$ cat src/rtl/dbgu_pkg.sv
// Shared definitions for the debug-UART command engine: opcodes, FSM states,
// argument byte counts and byte-lane helpers.
package dbgu_pkg;

    localparam logic [7:0] OP_SET_ADDR = 8'h01;
    localparam logic [7:0] OP_WRITE    = 8'h04;
    localparam logic [7:0] OP_READ     = 8'h05;
    localparam logic [7:0] OP_CPU_CLK  = 8'h22;

    localparam logic [2:0] NARGS_SET_ADDR = 3'd4;
    localparam logic [2:0] NARGS_WRITE    = 3'd4;
    localparam logic [2:0] NARGS_CPU_CLK  = 3'd1;

    typedef enum logic [2:0] {
        S_IDLE    = 3'd0,
        S_ARGS    = 3'd1,
        S_MEM_WR  = 3'd2,
        S_MEM_RD  = 3'd3,
        S_TX_RESP = 3'd4
    } state_t;

    function automatic logic [2:0] arg_count(input logic [7:0] op);
        case (op)
            OP_SET_ADDR: arg_count = NARGS_SET_ADDR;
            OP_WRITE:    arg_count = NARGS_WRITE;
            OP_CPU_CLK:  arg_count = NARGS_CPU_CLK;
            default:     arg_count = 3'd0;
        endcase
    endfunction

    function automatic logic [7:0] byte_of(input logic [31:0] w, input logic [1:0] idx);
        case (idx)
            2'd0:    byte_of = w[7:0];
            2'd1:    byte_of = w[15:8];
            2'd2:    byte_of = w[23:16];
            default: byte_of = w[31:24];
        endcase
    endfunction

endpackage

$ cat src/rtl/dbgu_timeout_cnt.sv
// Reloadable down-counter; o_expired is high once TIMEOUT_CYCLES enabled
// cycles have elapsed since the last load.
module dbgu_timeout_cnt #(
    parameter int TIMEOUT_CYCLES = 65535
) (
    input  logic clk,
    input  logic reset,
    input  logic i_load,
    input  logic i_en,
    output logic o_expired
);
    localparam int CW = $clog2(TIMEOUT_CYCLES + 1);
    localparam logic [CW-1:0] LOAD_VAL = CW'(TIMEOUT_CYCLES);

    logic [CW-1:0] r_count;

    always_ff @(posedge clk or posedge reset) begin
        if (reset) begin
            r_count <= LOAD_VAL;
        end else if (i_load) begin
            r_count <= LOAD_VAL;
        end else if (i_en && (r_count != '0)) begin
            r_count <= r_count - CW'(1);
        end
    end

    assign o_expired = (r_count == '0);

endmodule

$ cat src/rtl/dbgu_cmd_engine.sv
// Debug-UART command responder: decodes opcode/argument bytes, performs word
// accesses on a picorv32-native port and streams read data back LSB first.
module dbgu_cmd_engine
    import dbgu_pkg::*;
#(
    parameter int          TIMEOUT_CYCLES = 65535,
    parameter logic [31:0] ADDR_RESET     = 32'h0000_0000
) (
    input  logic        clk,
    input  logic        reset,
    input  logic [7:0]  rx_data,
    input  logic        rx_valid,
    output logic [7:0]  tx_data,
    output logic        tx_valid,
    input  logic        tx_ready,
    output logic        mem_valid,
    input  logic        mem_ready,
    output logic [31:0] mem_addr,
    output logic [31:0] mem_wdata,
    output logic [3:0]  mem_wstrb,
    input  logic [31:0] mem_rdata,
    output logic        cpu_clk_en,
    output logic        busy,
    output logic        rx_overrun,
    output logic [2:0]  dbg_state
);
    // Handshakes: a memory access completes on the edge where mem_valid && mem_ready;
    // a response byte is consumed on the edge where tx_valid && tx_ready.
    state_t      r_state, w_state_next;
    logic [7:0]  r_opcode;
    logic [2:0]  r_cnt;
    logic [31:0] r_arg, r_addr, r_rdata, r_mem_wdata;
    logic [7:0]  r_tx_data;
    logic        r_tx_valid, r_mem_valid, r_cpu_clk_en, r_rx_overrun;
    logic [3:0]  r_mem_wstrb;

    logic [31:0] w_arg_next;
    logic        w_last_arg, w_mem_done, w_tx_done, w_tmr_expired, w_tmr_load, w_tmr_en;
    logic        w_in_access;

    assign w_last_arg  = (r_cnt == arg_count(r_opcode) - 3'd1);
    assign w_mem_done  = r_mem_valid && mem_ready;
    assign w_tx_done   = r_tx_valid && tx_ready;
    assign w_in_access = (r_state == S_MEM_WR) || (r_state == S_MEM_RD) || (r_state == S_TX_RESP);
    assign w_tmr_load  = rx_valid && ((r_state == S_IDLE) || (r_state == S_ARGS));
    assign w_tmr_en    = (r_state == S_ARGS);

    dbgu_timeout_cnt #(.TIMEOUT_CYCLES(TIMEOUT_CYCLES)) u_timeout (
        .clk       (clk),
        .reset     (reset),
        .i_load    (w_tmr_load),
        .i_en      (w_tmr_en),
        .o_expired (w_tmr_expired)
    );

    // Argument register with the incoming byte merged in, so the final byte's
    // action can be applied on the same edge that samples it.
    always_comb begin
        w_arg_next = r_arg;
        case (r_cnt[1:0])
            2'd0:    w_arg_next[7:0]   = rx_data;
            2'd1:    w_arg_next[15:8]  = rx_data;
            2'd2:    w_arg_next[23:16] = rx_data;
            default: w_arg_next[31:24] = rx_data;
        endcase
    end

    always_ff @(posedge clk or posedge reset) begin
        if (reset) r_state <= S_IDLE;
        else       r_state <= w_state_next;
    end

    always_comb begin
        w_state_next = r_state;
        case (r_state)
            S_IDLE: begin
                if (rx_valid) begin
                    if (rx_data == OP_READ)                  w_state_next = S_MEM_RD;
                    else if (arg_count(rx_data) != 3'd0)     w_state_next = S_ARGS;
                end
            end
            S_ARGS: begin
                if (rx_valid) begin
                    if (w_last_arg) w_state_next = (r_opcode == OP_WRITE) ? S_MEM_WR : S_IDLE;
                end else if (w_tmr_expired) begin
                    w_state_next = S_IDLE;
                end
            end
            S_MEM_WR:  if (w_mem_done) w_state_next = S_IDLE;
            S_MEM_RD:  if (w_mem_done) w_state_next = S_TX_RESP;
            S_TX_RESP: if (w_tx_done && (r_cnt == 3'd3)) w_state_next = S_IDLE;
            default:   w_state_next = S_IDLE;
        endcase
    end

    always_ff @(posedge clk or posedge reset) begin
        if (reset) begin
            r_opcode     <= 8'h00;
            r_cnt        <= 3'd0;
            r_arg        <= 32'h0;
            r_addr       <= ADDR_RESET;
            r_rdata      <= 32'h0;
            r_mem_wdata  <= 32'h0;
            r_mem_wstrb  <= 4'h0;
            r_mem_valid  <= 1'b0;
            r_tx_data    <= 8'h00;
            r_tx_valid   <= 1'b0;
            r_cpu_clk_en <= 1'b1;
            r_rx_overrun <= 1'b0;
        end else begin
            if (rx_valid && w_in_access) r_rx_overrun <= 1'b1;
            case (r_state)
                S_IDLE: begin
                    if (rx_valid) begin
                        r_opcode <= rx_data;
                        r_cnt    <= 3'd0;
                        r_arg    <= 32'h0;
                        if (rx_data == OP_READ) r_mem_valid <= 1'b1;
                    end
                end
                S_ARGS: begin
                    if (rx_valid) begin
                        r_arg <= w_arg_next;
                        r_cnt <= r_cnt + 3'd1;
                        if (w_last_arg) begin
                            case (r_opcode)
                                OP_SET_ADDR: r_addr       <= w_arg_next;
                                OP_CPU_CLK:  r_cpu_clk_en <= w_arg_next[0];
                                OP_WRITE: begin
                                    r_mem_wdata <= w_arg_next;
                                    r_mem_wstrb <= 4'hF;
                                    r_mem_valid <= 1'b1;
                                end
                                default: ;
                            endcase
                        end
                    end else if (w_tmr_expired) begin
                        r_arg <= 32'h0;
                    end
                end
                S_MEM_WR, S_MEM_RD: begin
                    if (w_mem_done) begin
                        r_mem_valid <= 1'b0;
                        r_mem_wstrb <= 4'h0;
                        r_addr      <= r_addr + 32'd4;
                        r_rdata     <= mem_rdata;
                        r_cnt       <= 3'd0;
                    end
                end
                S_TX_RESP: begin
                    // tx_valid is only low here on the entry cycle.
                    if (!r_tx_valid) begin
                        r_tx_valid <= 1'b1;
                        r_tx_data  <= byte_of(r_rdata, 2'd0);
                    end else if (tx_ready) begin
                        if (r_cnt == 3'd3) begin
                            r_tx_valid <= 1'b0;
                        end else begin
                            r_tx_data <= byte_of(r_rdata, r_cnt[1:0] + 2'd1);
                            r_cnt     <= r_cnt + 3'd1;
                        end
                    end
                end
                default: ;
            endcase
        end
    end

    assign tx_data    = r_tx_data;
    assign tx_valid   = r_tx_valid;
    assign mem_valid  = r_mem_valid;
    assign mem_addr   = {r_addr[31:2], 2'b00};
    assign mem_wdata  = r_mem_wdata;
    assign mem_wstrb  = r_mem_wstrb;
    assign cpu_clk_en = r_cpu_clk_en;
    assign busy       = (r_state != S_IDLE);
    assign rx_overrun = r_rx_overrun;
    assign dbg_state  = r_state;

endmodule

$ cat config.mk
export PLATFORM = sky130hd
export DESIGN_NAME = dbgu_cmd_engine
export DESIGN_NICKNAME = d
export VERILOG_FILES = /design/src/rtl/dbgu_pkg.sv /design/src/rtl/dbgu_timeout_cnt.sv /design/src/rtl/dbgu_cmd_engine.sv
export SDC_FILE = /design/constraint.sdc
export NUM_CORES = 1
export LEC_CHECK = 0
export CORE_MARGIN = 1
export CORE_UTILIZATION = 58
export CTS_CLUSTER_DIAMETER = 50
export DETAILED_ROUTE_END_ITERATION = 12
export PLACE_DENSITY_LB_ADDON = 0.1
export SYNTH_ARGS = -nofsm -noshare
export SYNTH_HDL_FRONTEND = slang
export SYNTH_SLANG_ARGS = --single-unit
export TNS_END_PERCENT = 30
$ cat constraint.sdc
create_clock -name clk -period 12.6 [get_ports clk]
set_input_delay 3.15 -clock clk [delete_from_list [all_inputs] [get_ports clk]]
set_output_delay 3.15 -clock clk [all_outputs]
set_load 0.02 [all_outputs]
# Word-level counts from Yosys, hierarchy flattened
# Index checks and enable logic that the tools add are counted.
dict set report op_classes {
  addsub 5
  eq_ne 35
  n_mux 56
  n_reduce_logical 36
}
# operator count
set ops {}
lappend ops {{2-to-1 mux 32 bit} 7}
lappend ops {{one-hot mux 32 bit (2 select lines)} 2}
lappend ops {{2-to-1 mux 8 bit} 7}
lappend ops {{2-to-1 mux 3 bit} 17}
lappend ops {{adder 32 x 3 -> 32 bit, second input constant} 1}
lappend ops {{2-to-1 mux 16 bit} 2}
lappend ops {{!= test 2 bit, second input constant} 13}
lappend ops {{== test 8 x 3 -> 1 bit, second input constant} 3}
lappend ops {{one-hot mux 8 bit (3 select lines)} 1}
lappend ops {{AND reduction 7 bit} 3}
lappend ops {{== test 8 x 1 -> 1 bit, second input constant} 2}
lappend ops {{== test 8 x 6 -> 1 bit, second input constant} 2}
lappend ops {{zero test 16 bit} 1}
lappend ops {{2-to-1 mux 4 bit} 4}
lappend ops {{nonzero test 16 bit} 1}
lappend ops {{subtractor 16 x 1 -> 16 bit, second input constant} 1}
lappend ops {{one-hot mux 3 bit (5 select lines)} 1}
lappend ops {{one-hot mux 3 bit (2 select lines)} 2}
lappend ops {{one-hot mux 3 bit (4 select lines)} 1}
lappend ops {{AND reduction 5 bit} 2}
lappend ops {{== test 3 x 2 -> 1 bit, second input constant} 3}
lappend ops {{2-to-1 mux 1 bit} 9}
lappend ops {{nonzero test 3 bit} 3}
lappend ops {{one-hot mux 4 bit (2 select lines)} 1}
lappend ops {{other kinds (24)} 43}
dict set report totals {
  reg_bits 174
  input_bits 45
  output_inout_bits 84
  word_cells 146
}

# Depth between registers and ports, before layout
# Gate-level depths: netlist of the first run.
dict set report depth {
  ltp_word 11
  depth_mapped 10
  depth_no_buf 8
}

# Hierarchy
# A second synthesis of the first run with hierarchy kept.
dict set report unflattened {
  cells_unflattened 940
  area_unflattened_um2 8673.3
}
# mod instances cells_each area_per_inst_um2
set modules_own_cells {}
lappend modules_own_cells {dbgu_cmd_engine 1 841 7702.4}
lappend modules_own_cells {dbgu_timeout_cnt 1 99 970.9}

# Least setup slack after synthesis of the first run
# No wires, ideal clock.
dict set report synth_path {
  kind {input to register}
  start {input rx_valid}
  end {register r_addr[3]}
  setup_ns 0.125
  arrival_ns 4.426
  required_time_ns 12.475
  setup_slack_ns 8.049
  cell_stages 7
  path_cell_list {clkbuf_1 -> nand3b_1 -> a21oi_1 -> o21ai_0 -> a31oi_4 -> buf_6 -> mux2_2}
}
dict set report synth_via {
  elab_chain_len 2
}
# element line
set synth_lines {}
lappend synth_lines {{from (decl)} dbgu_cmd_engine.sv:12} ;# input logic rx_valid,
lappend synth_lines {{!= test 2 bit (no source line)} --}
lappend synth_lines {{AND reduction 5 bit (no source line)} --}
lappend synth_lines {{to (signal assigned)} dbgu_cmd_engine.sv:127} ;# OP_SET_ADDR: r_addr <= w_arg_next;
lappend synth_lines {{to (signal assigned)} dbgu_cmd_engine.sv:145} ;# r_addr <= r_addr + 32'd4;
lappend synth_lines {{to (decl)} dbgu_cmd_engine.sv:32} ;# logic [31:0] r_arg, r_addr, r_rdata, r_mem_wdata;
# No other way between the ends.
# A chain may end at the register's enable or synchronous reset.

# Worst setup path in the final report of the first run
dict set report layout_path {
  start {register r_state[1] (netlist: dbg_state[1])}
  end {output busy}
}
dict set report layout_via {
  elab_chain_len 1
}
# element line
set layout_lines {}
lappend layout_lines {{from (decl)} dbgu_cmd_engine.sv:29} ;# state_t r_state, w_state_next;
lappend layout_lines {{from (signal assigned)} dbgu_cmd_engine.sv:70} ;# else r_state <= w_state_next;
lappend layout_lines {{nonzero test 3 bit} dbgu_cmd_engine.sv:176} ;# assign busy = (r_state != S_IDLE);
lappend layout_lines {{to (decl)} dbgu_cmd_engine.sv:23} ;# output logic busy,
# No other way between the ends.

==> run summary, run 1 <==
status -> finished clean
NumNets Final -> 987
Most used DFF post-synth -> dfrtp_1
I/O Buffers -> 126
average wire per standard cell -> 19.00 um
TritonRoute pass-1 iters -> 5
Worst-Skew Late Latency -> 0.43 ns
register bit total from synthesis -> 169
maximum clock insertion buffer count -> 2
Post-synth EDFFs -> 0
Die Width -> 121.7 um
Final Max Slew Viols -> 0
CP Cell Sequence -> or3_1 -> clkdlybuf4s50_1
remaining global-route overflow -> 0
fin crit share -> 41.49%
Max VDD drop -> 0.0001402 V
Avg Synthesized Cell Area -> 9.935 um2
Max Cap Viol -> 0
final WL -> 21360 um
static leakage -> 4.379 nW
number of antenna violations at the first check in global routing -> 0
Final Hold Fails -> 0
Crit path buffers/inverters -> 1
Ports -> 129
GR Util All Layers -> 30.11%
crit-path max cell delay -> 0.58 ns
DP HPWL -> 14240 um
routability cong. -> 0.8545
Fmax -> 191.3 MHz
detailed-route DRC error count -> 0
Final WS setup -> 7.372 ns
WP data required -> 9.45 ns
Pwr Density -> 213.9 nW/um2
slowest CP cell -> clkdlybuf4s50_1
first-pass GRT wire length -> 34040 um
Worst Skew -> 0.007482 ns
Post-Route Setup TNS -> 0 ns
Routed Antenna Nets -> 0
CTS Buf Count -> 17
Place WS -> 6.978 ns
CORE AREA -> 13930 um2
Slew headroom -> 21.90%
Data arrival, critical path -> 2.08 ns
Via Count -> 6931
register area share after synthesis -> 51.18%
Clock transition at path regs -> 0.06 ns
vias in the first global route -> 6518
area growth from synthesis to layout -> 23.68%
Warnings, synthesis -> 0
CP Launch Type -> flop
synthesized cell area -> 8305 um2
Setup crit end kind -> output pin
DIE AREA -> 14800 um2
post-CTS resize count -> 0
# Post-CTS Setup Buffers -> 0
crit path max fanout -> 13
Starting Density -> 59.60%
asr flop ratio synth -> 100.0%
Hold WC Path Type -> reg2reg
clock root buffer -> clkbuf_16
Hold Buf Count CTS -> 0
clk sinks -> 169
Crit path max-delay family -> buffers and inverters
worst slew pin tran -> 1.171 ns
routed vias/inst -> 6.166
Distinct cells, synth -> 62
most frequent cells in the layout -> dfrtp_1 (152), clkdlybuf4s50_1 (126), nand2_1 (108), a21oi_1 (95), nor2_1 (62)
cells after synthesis -> 836
Die Span Y -> 121.7 um
final core area utilization -> 73.72%
Final min period -> 5.228 ns
share of cells above drive strength 1 -> 12.50%
largest net degree at the start of global routing -> 90
commonest non-fill, non-tap cell in the layout -> dfrtp_1
# setup viols final -> 0
CTS tree -> done
Antenna Diode Count -> 0
Core Rows -> 43
RSZ-0062 raised after global routing -> false
DRT iter0 DRCs -> 661
CTS H-tree lvls -> 4
kind of critical path -> reg2out
metrics by stage:
stage | power [mW] | area [um2] | cells | hold WS (ns)
floorplan | 1.279 | 8309 | 837 | 0.4492
finish | 2.198 | 10270 | 1124 | 0.4786
global route | 2.307 | 10270 | 1124 | 0.5051
global placement | 1.540 | 9577 | 1092 | 0.4611
CTS | 2.193 | 10270 | 1124 | 0.4909
detailed placement | 1.573 | 9577 | 1092 | 0.4698
final cells by class:
class | count | area [um2]
sequential | 169 | 4250
multi-input combinational | 596 | 3730
fill | 995 | 3662
timing repair buffer | 133 | 1314
clock buffer | 17 | 425.4
clock inverter | 15 | 270.3
tap | 180 | 225.2
inverter | 14 | 57.56
kinds of logic after synthesis:
logic type	synth area share (%)
muxes	10.18
other	0.04515
DFF	51.18
AOI/OAI and AO/OA	16.44
buffers and inverters	3.992
adders and majority gates	1.657
xor gates and xnor gates	1.371
and+or+nand+nor	15.14
routing by layer:
metal	up-vias	GRT usage (%)	routed length, um
li1	3156	-	-
met1	3455	44.68	9768
met2	293	44.89	9934
met3	27	7.022	1420
met4	0	6.790	235
met5	-	0	0
worst paths after layout:
path	start	endpoint	slack, ns	depth (start not counted)
max	dbg_state[1]	busy	7.37	2
min	rx_overrun	rx_overrun	0.48	1
max reg2reg	r_opcode[3]	r_addr[4]	9.84	6
min reg2reg	rx_overrun	rx_overrun	0.48	1
max in group asynchronous	reset	r_rdata[14]	7.81	3
min in group asynchronous	reset	r_opcode[4]	3.27	2
power by group:
part / internal [mW] / switching, mW / total [mW]
logic: 0.320 / 0.434 / 0.754
registers: 0.687 / 0.144 / 0.831
clock network: 0.393 / 0.220 / 0.613
flip-flops by register name, summed over array words and instances (netlist names), 3 cells and up:
name and flops:
r_rdata 32, r_cnt 3, r_opcode 8, tx_data 8, mem_wdata 32, u_timeout.r_count 16, dbg_state 3, r_addr 30
r_arg 32
synthesized netlist by cell type (all sizes together), types with 2 or more instances:
library cell / count / area (um2)
and3: 8 / 50.05
xor2: 8 / 70.07
a21boi: 3 / 22.52
buf: 24 / 151.4
or3: 2 / 12.51
nand4b: 2 / 17.52
a22oi: 16 / 120.1
o21ai: 78 / 390.4
nand4: 10 / 62.56
a31oi: 2 / 27.53
nor4: 8 / 71.32
and2: 4 / 25.02
nor3: 4 / 30.03
nand3b: 4 / 30.03
dfrtp: 152 / 3804
a2111oi: 2 / 17.52
xnor2: 5 / 43.79
or2: 2 / 12.51
nand3: 24 / 120.1
o211ai: 2 / 15.01
nand2: 108 / 405.4
ha: 11 / 137.6
a32o: 10 / 100.1
a22o: 8 / 70.07
clkbuf: 34 / 127.6
nor2b: 4 / 25.02
o22ai: 2 / 12.51
dfstp: 17 / 446.7
mux2: 49 / 551.8
nand2b: 6 / 37.54
mux2i: 29 / 294.0
nor2: 62 / 232.7
inv: 14 / 52.55
a21oi: 96 / 491.7
and4: 3 / 26.28
o31ai: 5 / 37.54
nor4b: 3 / 32.53
or4: 4 / 37.53
Note: power is estimated with default switching activity, not from simulation.
==> run 2, diff against run 1 <==
Settings changed: CORE_UTILIZATION 58 to 49.
Clock period 12.6 ns to 4.2 ns, I/O delays scaled along.
==> run 2 against run 1 <==
Net effect:
- hold slack worse by 0.0039 ns
- worst setup slack worse by 6.5 ns
- register-to-register slack worse by 8.5 ns
- global-route usage is 5.7 points lower
- via count is 2.0% lower
- final cell count is 4.2% higher
- clock-buffer cell count is 1 higher
- combinational power grew to 2.9 times the previous value
- die area is 18% higher
- critical path depth is 5 higher
- largest power group unchanged
==> run summary, run 2 (synthesized netlist as in run 1, its figures left out) <==
average wire per standard cell -> 17.64 um (was 19.00 um)
Crit path buffers/inverters -> 2 (was 1)
Core Rows -> 47 (was 43)
grt peak-use layer -> met2 (unchanged)
met2 usage -> 38.65% (was 44.89%)
Hold WC Path Type -> reg2reg (unchanged)
met3 Resource Use GR -> 4.114% (was 7.022%)
CTS tree -> done (unchanged)
Final Hold Fails -> 0 (unchanged)
I/O Buffers -> 126 (unchanged)
Die Width -> 132.2 um (was 121.7 um)
remaining global-route overflow -> 0 (unchanged)
Post-Route Setup TNS -> 0 ns (unchanged)
dpl cells -> 1139 (was 1092)
clock root buffer -> clkbuf_16 (unchanged)
worst slew pin tran -> 1.109 ns (was 1.171 ns)
Data arrival, critical path -> 3.62 ns (was 2.08 ns)
WP data required -> 4.54 ns (was 9.45 ns)
met1 Use GR -> 34.41% (was 44.68%)
number of antenna violations at the first check in global routing -> 0 (unchanged)
Antenna Diode Count -> 0 (unchanged)
worst hold path stage count -> 1 (unchanged)
Min-Delay Startpoint -> rx_overrun (unchanged)
Final WS setup -> 0.9170 ns (was 7.372 ns)
crit-path max cell delay -> 0.67 ns (was 0.58 ns)
Fmax -> 304.6 MHz
share of cells above drive strength 1 -> 13.14% (was 12.50%)
Final min period -> 3.283 ns
post-CTS resize count -> 0 (unchanged)
vias in the first global route -> 6516 (was 6518)
reg2reg end -> mem_wdata[25] (was r_addr[4])
fin crit share -> 78.17%
CORE AREA -> 16580 um2 (was 13930 um2)
Hold Buf Count CTS -> 0 (unchanged)
GR Util All Layers -> 24.45% (was 30.11%)
Ports -> 129 (unchanged)
Crit path max-delay family -> buffers and inverters (unchanged)
Power, Total -> 6.240 mW (was 2.198 mW)
# Post-CTS Setup Buffers -> 0 (unchanged)
NumNets Final -> 994 (was 987)
CP Launch Type -> input pin (was flop)
final WL -> 20650 um (was 21360 um)
Place WS -> 0.5276 ns (was 6.978 ns)
Non-Filler Instances -> 1171 (was 1124)
commonest non-fill, non-tap cell in the layout -> dfrtp_1 (unchanged)
detailed-route DRC error count -> 0 (unchanged)
status -> finished clean (unchanged)
Slew headroom -> 26.09% (was 21.90%)
largest net degree at the start of global routing -> 69 (was 90)
Clock transition at path regs -> 0.07 ns (was 0.06 ns)
Max VDD drop -> 0.0003550 V (was 0.0001402 V)
most frequent cells in the layout -> dfrtp_1 (152), clkdlybuf4s50_1 (126), nand2_1 (108), a21oi_1 (95), nor2_1 (62) (unchanged)
first-pass GRT wire length -> 33870 um (was 34040 um)
crit path max fanout -> 25 (was 13)
Reg-to-Reg Start -> dbg_state[2] (was r_opcode[3])
DP HPWL -> 14460 um (was 14240 um)
Reg2Reg Depth -> 7 (was 6)
Via Count -> 6795 (was 6931)
routability cong. -> 0.8675 (was 0.8545)
Pwr Density -> 606.4 nW/um2 (was 213.9 nW/um2)
TritonRoute pass-1 iters -> 5 (unchanged)
DRT iter0 DRCs -> 533 (was 661)
Worst Skew -> 0.007728 ns (was 0.007482 ns)
Max Cap Viol -> 0 (unchanged)
area growth from synthesis to layout -> 23.91% (was 23.68%)
maximum clock insertion buffer count -> 2 (unchanged)
RSZ-0062 raised after global routing -> false (unchanged)
Starting Density -> 50.08% (was 59.60%)
reg-to-reg setup timing slack -> 1.39 ns (was 9.84 ns)
Setup crit end kind -> flop (was output pin)
clk sinks -> 169 (unchanged)
CTS H-tree lvls -> 4 (unchanged)
# setup viols final -> 0 (unchanged)
slowest CP cell -> clkdlybuf4s50_1 (unchanged)
Die Span Y -> 132.2 um (was 121.7 um)
final core area utilization -> 62.06% (was 73.72%)
kind of critical path -> in2reg (was reg2out)
Routed Antenna Nets -> 0 (unchanged)
WHS Endpoint -> rx_overrun (unchanged)
static leakage -> 4.375 nW (was 4.379 nW)
CP Cell Sequence -> clkdlybuf4s50_1 -> and3_1 -> nand3_1 -> a21oi_4 -> buf_4 -> nor2_1 -> a21oi_1 (was or3_1 -> clkdlybuf4s50_1)
routed vias/inst -> 5.803 (was 6.166)
Final Max Slew Viols -> 0 (unchanged)
Worst-Skew Late Latency -> 0.42 ns (was 0.43 ns)
DIE AREA -> 17470 um2 (was 14800 um2)
CTS Buf Count -> 17 (unchanged)
## run 2: worst register-to-register path: stages (launching register included)
cell     delay [ns]
dfrtp_1        0.54
nor2_1         0.30
and3_1         0.49
nand3_1        0.22
a21oi_4        0.59
buf_4          0.36
nor2_1         0.08
a21oi_1        0.14
## run 2: area by class of cell
| type | count | area, um2 |
|---|---|---|
| clock buffer | 18 | 439.2 |
| clock inverter | 14 | 148.9 |
| fill | 1385 | 6292 |
| inverter | 14 | 56.30 |
| multi-input combinational | 596 | 3730 |
| sequential | 169 | 4250 |
| tap | 220 | 275.3 |
| timing repair buffer | 140 | 1391 |
## run 2: how the worst max path moves through the flow
stage	from	to	cells after the start
final	rx_valid	mem_wdata[25]	7
after global routing	rx_valid	mem_wdata[25]	7
after CTS	rx_valid	mem_wdata[25]	7
after detailed placement	rx_valid	mem_wdata[25]	7
after global placement	rx_valid	mem_wdata[22]	7
after floorplan	reset	dbg_state[0]	1
## run 2: routing by layer
| layer | up-vias | wire length [um] |
|---|---|---|
| li1 | 3176 | - |
| met1 | 3399 | 9476 |
| met2 | 189 | 9930 |
| met3 | 31 | 870 |
| met4 | 0 | 373 |
| met5 | - | 0 |
## run 2: power by group
part / switching, mW / total, mW / internal (mW)
registers: 0.414 / 2.48 / 2.06
clock network: 0.661 / 1.56 / 0.895
logic: 1.24 / 2.21 / 0.968
## run 2: stage by stage
| step | hold slack [ns] | cell area (um2) |
|---|---|---|
| floorplan | 0.4492 | 8313 |
| global placement | 0.4596 | 9703 |
| detailed placement | 0.4550 | 9703 |
| CTS | 0.4771 | 10290 |
| global route | 0.5000 | 10290 |
| finish | 0.4747 | 10290 |
==> run 3, diff against run 2 <==
Clock period 4.2 ns to 2.7 ns, I/O delays scaled along.
==> run 3 against run 2 <==
Net effect:
- hold slack better by 0.010 ns
- final cell count rose by 2.7%
- clock-buffer cell count down 1
- via count increased by 0.50%
- clock skew about the same
- largest cell class unchanged
- highest routed layer unchanged
- critical path depth fell by 5
==> run summary, run 3 (synthesized netlist as in run 1, its figures left out) <==
most frequent cells in the layout -> dfrtp_1 (152), clkdlybuf4s50_1 (125), nand2_1 (108), a21oi_1 (95), nor2_1 (62) (was dfrtp_1 (152), clkdlybuf4s50_1 (126), nand2_1 (108), a21oi_1 (95), nor2_1 (62))
number of antenna violations at the first check in global routing -> 0 (unchanged)
Hold Buf Count CTS -> 0 (unchanged)
Antenna Diode Count -> 0 (unchanged)
placed cell areas -> 9993 um2 (was 9703 um2)
WP data required -> 2.03 ns (was 4.54 ns)
Final min period -> 2.510 ns
post-route cell area -> 10620 um2 (was 10290 um2)
Clock Power Share -> 25.8% (was 24.9%)
Setup crit end kind -> output pin (was flop)
status -> finished clean (unchanged)
Hold WS -> 0.4852 ns (was 0.4747 ns)
first-pass GRT wire length -> 34660 um (was 33870 um)
CTS Buf Count -> 17 (unchanged)
share of cells above drive strength 1 -> 15.97% (was 13.14%)
DRT iter0 DRCs -> 485 (was 533)
Hold WC Path Type -> reg2reg (unchanged)
kind of critical path -> reg2out (was in2reg)
P_int -> 6.242 mW (was 3.925 mW)
Die Width -> 132.2 um (unchanged)
CORE AREA -> 16580 um2 (unchanged)
clock root buffer -> clkbuf_16 (unchanged)
TritonRoute pass-1 iters -> 5 (unchanged)
vias in the first global route -> 6774 (was 6516)
switch share -> 37.81% (was 37.10%)
GR Util All Layers -> 24.92% (was 24.45%)
combinational power share -> 36.2% (was 35.4%)
Starting Density -> 50.08% (unchanged)
Max Cap Viol -> 0 (unchanged)
DP HPWL -> 14970 um (was 14460 um)
Non-Filler Instances -> 1203 (was 1171)
# setup viols final -> 0 (unchanged)
grt peak-use layer -> met2 (unchanged)
met2 usage -> 40.42% (was 38.65%)
final core area utilization -> 64.05% (was 62.06%)
crit path max fanout -> 13 (was 25)
Slew headroom -> 59.32% (was 26.09%)
Fillers -> 1353 (was 1385)
worst slew pin tran -> 0.6061 ns (was 1.109 ns)
clk sinks -> 169 (unchanged)
Sequential Power Share -> 38.0% (was 39.7%)
Post-Route Setup TNS -> 0 ns (unchanged)
Via Count -> 6829 (was 6795)
fin crit share -> 92.96%
P_sw -> 3.795 mW (was 2.315 mW)
NumNets Final -> 1026 (was 994)
Worst Skew -> 0.007859 ns (was 0.007728 ns)
routability cong. -> 0.8091 (was 0.8675)
RSZ-0062 raised after global routing -> false (unchanged)
Fmax -> 398.4 MHz
Die Span Y -> 132.2 um (unchanged)
dpl cells -> 1171 (was 1139)
Final Hold Fails -> 0 (unchanged)
Data arrival, critical path -> 1.83 ns (was 3.62 ns)
Routed Antenna Nets -> 0 (unchanged)
CTS H-tree lvls -> 4 (unchanged)
final WL -> 20950 um (was 20650 um)
CTS tree -> done (unchanged)
Place WS -> 0.06050 ns (was 0.5276 ns)
Final Max Slew Viols -> 0 (unchanged)
area growth from synthesis to layout -> 27.88% (was 23.91%)
routed vias/inst -> 5.677 (was 5.803)
Max VDD drop -> 0.0005113 V (was 0.0003550 V)
CP Launch Type -> flop (was input pin)
Final WS setup -> 0.1902 ns (was 0.9170 ns)
DIE AREA -> 17470 um2 (unchanged)
Core Rows -> 47 (unchanged)
met3 Resource Use GR -> 3.499% (was 4.114%)
I/O Buffers -> 126 (unchanged)
maximum clock insertion buffer count -> 2 (unchanged)
detailed-route DRC error count -> 0 (unchanged)
Power, Total -> 10.04 mW (was 6.240 mW)
Ports -> 129 (unchanged)
Worst-Skew Late Latency -> 0.43 ns (was 0.42 ns)
average wire per standard cell -> 17.41 um (was 17.64 um)
Pwr Density -> 945.0 nW/um2 (was 606.4 nW/um2)
commonest non-fill, non-tap cell in the layout -> dfrtp_1 (unchanged)
Clock transition at path regs -> 0.07 ns (about the same)
remaining global-route overflow -> 0 (unchanged)
largest net degree at the start of global routing -> 75 (was 69)
static leakage -> 4.577 nW (was 4.375 nW)
met1 Use GR -> 35.01% (was 34.41%)
[run 3: cell count changes in the layout (fill, tap and decap cells not counted), moves of 2 or more]
cell	delta
inv_6	+2
buf_12	+4
buf_4	+28
inv_8	+5
clkinv_2	-4
clkinv_8	+2
clkinvlp_4	-3
[run 3: power by group through the flow]
stage	clock network, mW	registers [mW]	logic [mW]
floorplan	0	4.06	1.91
global placement	0	3.81	3.54
detailed placement	0	3.84	3.63
CTS	2.63	3.81	3.65
global route	2.72	3.91	3.95
finish	2.59	3.82	3.63
[run 3: per-layer routing]
layer | share of wire [%] | wire, um
met5 | 0 | 0
met4 | 1.4 | 286
met3 | 3.9 | 822
met2 | 49 | 10220
met1 | 46 | 9622
[run 3: final timing paths]
kind / startpoint / end / slack (ns) / depth (start not counted)
min in group asynchronous: reset / r_arg[9] / 0.65 / 2
worst min register to register: r_arg[31] / r_arg[31] / 0.49 / 2
worst min-delay path: r_arg[31] / r_arg[31] / 0.49 / 2
worst max register to register: r_opcode[3] / r_addr[8] / 0.23 / 8
worst max-delay path: dbg_state[1] / busy / 0.19 / 2
max in group asynchronous: reset / r_cnt[0] / 1.30 / 3
[run 3: final cells by class]
class / count / area (um2) / share of cell area (%)
Sequential cell: 169 / 4250 / 40.02
Multi-Input combinational cell: 596 / 3730 / 35.12
Timing Repair Buffer: 172 / 1680 / 15.82
Clock buffer: 17 / 425.4 / 4.005
Tap cell: 220 / 275.3 / 2.592
Clock inverter: 15 / 203.9 / 1.920
Inverter: 14 / 56.30 / 0.5301
[run 3: timing repair]
| item | in CTS | in global routing |
|---|---|---|
| setup buffers | 0 | 0 |
| gates resized for setup | 1 | 0 |
| endpoints found under the hold margin | 0 | 0 |
| endpoints found under the setup margin | 1 | 0 |
[run 3: critical path, cell delays in order, from the launching register on]
cell	delay, ns
dfrtp_1	0.52
or3_1	0.51
dlygate4sd2_1	0.37
